==> src/rtl/board_io_conditioner.sv <==
// board_io_conditioner: synchronises board pins, debounces switches and turns interrupt pins into level/edge irqs
module board_io_conditioner #(
  parameter int N_SW = 2,
  parameter int N_EXT = 2,
  parameter int SYNC_STAGES = 2,
  parameter int DEBOUNCE_CYCLES = 1000,
  parameter logic [2*N_EXT-1:0] EXT_MODE = {N_EXT{2'b01}},
  parameter int PULSE_CYCLES = 1
) (
  input  logic             clock,
  input  logic             reset,
  input  logic [N_SW-1:0]  sw_raw,
  output logic [N_SW-1:0]  sw_clean,
  output logic [N_SW-1:0]  sw_changed,
  input  logic [N_EXT-1:0] ext_raw,
  output logic [N_EXT-1:0] ext_irq
);
  localparam int CW = $clog2(DEBOUNCE_CYCLES + 1);
  localparam int PW = $clog2(PULSE_CYCLES + 1);
  localparam int AW = $clog2(SYNC_STAGES + 2);
  logic [SYNC_STAGES-1:0][N_SW-1:0]  sw_sync;
  logic [SYNC_STAGES-1:0][N_EXT-1:0] ext_sync;
  logic [N_SW-1:0]  sw_s;
  logic [N_EXT-1:0] ext_s, ext_prev, ext_ev;
  logic [CW-1:0]    sw_cnt [N_SW];
  logic [PW-1:0]    pulse_cnt [N_EXT];
  logic [PW-1:0]    pulse_nxt [N_EXT];
  logic [AW-1:0]    arm_cnt;
  logic             armed;
  assign sw_s  = sw_sync[SYNC_STAGES-1];
  assign ext_s = ext_sync[SYNC_STAGES-1];
  assign armed = arm_cnt == AW'(SYNC_STAGES + 1);
  always_ff @(posedge clock)
    if (reset) begin
      sw_sync  <= '0;
      ext_sync <= '0;
      arm_cnt  <= '0;
    end else begin
      sw_sync  <= {sw_sync[SYNC_STAGES-2:0], sw_raw};
      ext_sync <= {ext_sync[SYNC_STAGES-2:0], ext_raw};
      arm_cnt  <= armed ? arm_cnt : arm_cnt + AW'(1);
    end
  always_ff @(posedge clock)
    for (int i = 0; i < N_SW; i++)
      if (reset) begin
        sw_cnt[i]     <= '0;
        sw_clean[i]   <= 1'b0;
        sw_changed[i] <= 1'b0;
      end else if (sw_s[i] == sw_clean[i]) begin
        sw_cnt[i]     <= '0;
        sw_changed[i] <= 1'b0;
      end else if (sw_cnt[i] == CW'(DEBOUNCE_CYCLES - 1)) begin
        sw_cnt[i]     <= '0;
        sw_clean[i]   <= sw_s[i];
        sw_changed[i] <= 1'b1;
      end else begin
        sw_cnt[i]     <= sw_cnt[i] + CW'(1);
        sw_changed[i] <= 1'b0;
      end
  // events are masked until the synchroniser and prev have settled after reset
  always_comb
    for (int i = 0; i < N_EXT; i++) begin
      ext_ev[i]    = armed && (EXT_MODE[2*i +: 2] == 2'b01 ? ext_s[i] & ~ext_prev[i] :
                               EXT_MODE[2*i +: 2] == 2'b10 ? ~ext_s[i] & ext_prev[i] :
                               EXT_MODE[2*i +: 2] == 2'b11 ? ext_s[i] ^ ext_prev[i] : 1'b0);
      pulse_nxt[i] = ext_ev[i] ? PW'(PULSE_CYCLES) :
                     pulse_cnt[i] != '0 ? pulse_cnt[i] - PW'(1) : '0;
    end
  always_ff @(posedge clock)
    for (int i = 0; i < N_EXT; i++)
      if (reset) begin
        ext_prev[i]  <= 1'b0;
        pulse_cnt[i] <= '0;
        ext_irq[i]   <= 1'b0;
      end else begin
        ext_prev[i]  <= ext_s[i];
        pulse_cnt[i] <= pulse_nxt[i];
        ext_irq[i]   <= EXT_MODE[2*i +: 2] == 2'b00 ? ext_s[i] : pulse_nxt[i] != '0;
      end
endmodule

==> config.mk <==
export PLATFORM = sky130hd
export DESIGN_NAME = board_io_conditioner
export DESIGN_NICKNAME = d
export VERILOG_FILES = /design/src/rtl/board_io_conditioner.sv
export SDC_FILE = /design/constraint.sdc
export NUM_CORES = 1
export LEC_CHECK = 0
export ABC_CLOCK_PERIOD_IN_PS = 1800
export BUFFER_PORTS_ARGS = -buffer_cell sky130_fd_sc_hd__buf_2
export CAP_MARGIN = 40
export CORE_MARGIN = 1.5
export CORE_UTILIZATION = 35
export DETAILED_ROUTE_END_ITERATION = 10
export GPL_TIMING_DRIVEN = 0
export PLACE_DENSITY_LB_ADDON = 0.08
export SYNTH_ARGS = -nofsm -noshare
export SYNTH_HDL_FRONTEND = slang
export SYNTH_SLANG_ARGS = --single-unit
==> constraint.sdc <==
create_clock -name clock -period 1.8 [get_ports clock]
set_clock_uncertainty 0.1 [all_clocks]
set_input_delay 0.27 -clock clock [delete_from_list [all_inputs] [get_ports clock]]
set_output_delay 0.27 -clock clock [all_outputs]
set_load 0.05 [all_outputs]
==> summary.txt <==
Timing
  – Hold Vio Cnt, Final: 0
  – Post-route clock period utilization: 95.0%
  – Crit path setup slack, layout: 0.0898 ns
  – RSZ-0062 raised after global routing: false
  – Max-slew violation count: 0
  – FMAX: 0.585 GHz
  – Setup violations, final: 0
  – Period minus WS final: 1.71 ns

CTS
  – H-tree levels: 2
  – CTS max path bufs: 2
  – CTS clock-pin slew for the worst setup and hold paths: 0.08 ns
  – CTS tree: yes
  – Clock Sinks: 38
  – Hold Buf Count CTS: 0
  – Root buffer cell: clkbuf_8
  – Clk_lat worst skew: 0.29 ns
  – Number of CTS-inserted buffers: 5

Critical path
  – CP startpoint kind: register
  – Critical path buffers and inverters: 0
  – Critical path required time: 1.75 ns
  – Critical Path Max Stage Delay: 0.48 ns
  – Cell family with the largest share of critical-path delay: simple AND/OR/NAND/NOR gates
  – Critical path class: register to register
  – Max FO, Critical Path: 7
  – CP max stage cell: or4_4
  – Setup crit end kind: register
  – Crit-path cells: ha_2 > nand4_1 > or4_4 > nand2b_4 > nor2_1
  – Arrival time worst endpoint: 1.66 ns

Yosys
  – Cells after synthesis: 142
  – Cell area after synthesis: 0.00161 mm^2
  – Distinct cells, synth: 31
  – Yosys reg bits: 38
  – Seq/Total Area, Yosys: 59.5%
  – Synth Area per Inst: 11.4 um^2
  – Synthesis Warnings: 0

Min path
  – Worst min path class: input port to register

Finish
  – Layout area overhead: 21.2%
  – Final core utilization: 44.6%
  – Highest-count cells in the layout ignoring fill and taps: nor2_1 (24), edfxtp_1 (20), conb_1 (20)
  – FILL cells: 424
  – Commonest non-fill, non-tap cell in the layout: nor2_1
  – Fin nets: 189
  – Layout cells sized above 1: 16.0%
  – Antenna diode count: 0

Global route
  – GR Overflow Total: 0
  – Vias in the first global route: 1043
  – Tot GR Track Use: 11.7%
  – Pin count of the biggest net entering global routing: 13
  – Antenna violations before repair: 0
  – Wire length of the first global-routing pass: 4530 um

Drt
  – Vias per cell: 4.56
  – DRT iter0 DRCs: 75
  – Routed WL: 2490 um
  – DR WL/cell: 10.7 um
  – Drt pass-1 iters: 4
  – Vias: 1063
  – Final routed DRC violation total: 0
  – DRT antenna net count: 0

Status
  – Outcome: complete, no violations

Power and ir drop
  – LEAKAGE: 0.816 nW
  – Power share of the clock group: 42.4%
  – Sw Share: 20.6%
  – Psw: 0.382 mW
  – Internal Power: 1.47 mW
  – Logic pwr share: 4.7%
  – Sequential share of power: 52.9%
  – Pwr/cell area: 948 mW/mm^2
  – Worst vdd ir: 0.464 mV

Placed design
  – Final GP Congestion: 0.709
  – Number of port buffers: 11
  – Dpl hpwl: 1810 um
  – Pre-CTS setup slack: -0.0660 ns

Flow run
  – Maxcap violations: 0

Floorplan
  – CORE AREA: 0.00438 mm^2
  – Die X-Extent: 70.9 um
  – Ports: 12
  – FP Rows: 24
  – Vert. Die Dim: 70.9 um
  – Die area: 0.00503 mm^2
  – Initial core utilization: 36.8%
cells by family (layout without fill, tap and decap cells):
group,count (synthesis),after routing,share of synthesized area [%]
AOI/OAI and AO/OA,9,9,3.80
and+or+nand+nor,68,68,22.5
buffers and inverters,5,25,1.63
other,1,20,0.232
xor gates and xnor gates,15,15,8.14
muxes,3,3,1.86
DFF,38,38,59.5
adders and majority gates,3,3,2.33
worst register-to-register path: cells and delay by family (launching register included):
family                   cells  cell delay [ns]
AND/OR/NAND/NOR              4             0.79
adder cells (fa/ha/maj)      1             0.22
flip-flops                   1             0.37
metrics by stage:
stage | setup TNS, ns | instances | cell area [um^2] | hold slack, ns | power [mW]
global placement | -0.369 | 224 | 1810 | 0.324 | 1.08
finish | 0 | 233 | 1960 | 0.0868 | 1.85
floorplan | 0 | 161 | 1690 | 0.242 | 1.06
global route | 0 | 233 | 1960 | 0.0874 | 1.94
CTS | 0 | 233 | 1950 | 0.0805 | 1.88
detailed placement | -0.400 | 224 | 1810 | 0.332 | 1.08
cells in the mapped netlist, drive strengths merged:
| master | instances | area [um^2] |
|---|---|---|
| a31oi | 1 | 6.26 |
| nand2b | 3 | 21.3 |
| nor2 | 24 | 90.1 |
| nand2 | 7 | 26.3 |
| o21ai | 1 | 5.00 |
| mux2i | 3 | 30.0 |
| or2 | 1 | 6.26 |
| and4 | 2 | 17.5 |
| conb | 1 | 3.75 |
| o211ai | 1 | 7.51 |
| nor4 | 1 | 6.26 |
| clkbuf | 1 | 3.75 |
| and3b | 2 | 17.5 |
| inv | 2 | 7.51 |
| and3 | 3 | 18.8 |
| nand3 | 7 | 35.0 |
| xor2 | 9 | 78.8 |
| nor2b | 12 | 75.1 |
| buf | 2 | 15.0 |
| edfxtp | 20 | 601 |
| nand4 | 4 | 25.0 |
| o221a | 1 | 11.3 |
| and4bb | 1 | 12.5 |
| a21oi | 3 | 15.0 |
| dfxtp | 18 | 360 |
| ha | 3 | 37.5 |
| xnor2 | 6 | 52.6 |
| a21o | 1 | 7.51 |
| or4 | 1 | 11.3 |
| o311ai | 1 | 8.76 |
metal layers:
metal	part of all wire [%]	track usage [%]	vias to the layer above
met1	46	14.1	489
li1	-	-	552
met2	49	19.1	17
met5	0	0	-
met3	3.4	3.28	5
met4	1.8	5.66	0
timing repair:
item | 4_1_cts | 5_1_grt
resized for setup | 2 | 1
setup endpoints to repair | 7 | 8
pin swaps | 0 | 1
setup buffers | 1 | 0
cloned | 0 | 0
cell type report:
cell class | instances | area [um^2] | share of cell area (%)
inverter | 2 | 7.51 | 0.384
buffer | 3 | 18.8 | 0.960
tap | 52 | 65.1 | 3.33
clock buffer | 8 | 133 | 6.78
timing repair buffer | 12 | 62.6 | 3.20
sequential | 38 | 961 | 49.1
multi-input combinational | 118 | 708 | 36.2
power groups by stage:
stage	logic (mW)	clock network, mW	registers, mW
after floorplan	0.0667	0	0.992
after global placement	0.0822	0	0.998
after detailed placement	0.0843	0	1.00
after CTS	0.0876	0.812	0.980
after global routing	0.104	0.845	0.986
final	0.0868	0.787	0.980
path summary, 6_finish.rpt:
check	start	to	slack (ns)	cells past startpoint
max	sw_cnt[0][0]	sw_cnt[0][3]	0.09	5
min	ext_raw[1]	ext_sync[1]	0.09	2
max reg2reg	sw_cnt[0][0]	sw_cnt[0][3]	0.09	5
min reg2reg	ext_sync[0]	ext_s[0]	0.35	1
flip-flops by register name (all words and copies together) (netlist names):
signal / count
sw_clean: 2
ext_prev: 2
sw_changed: 2
arm_cnt: 2
ext_s: 2
sw_s: 2
sw_cnt: 20
sw_sync: 2
ext_sync: 2
ext_irq: 2
Power figures use the tool's default switching activity.
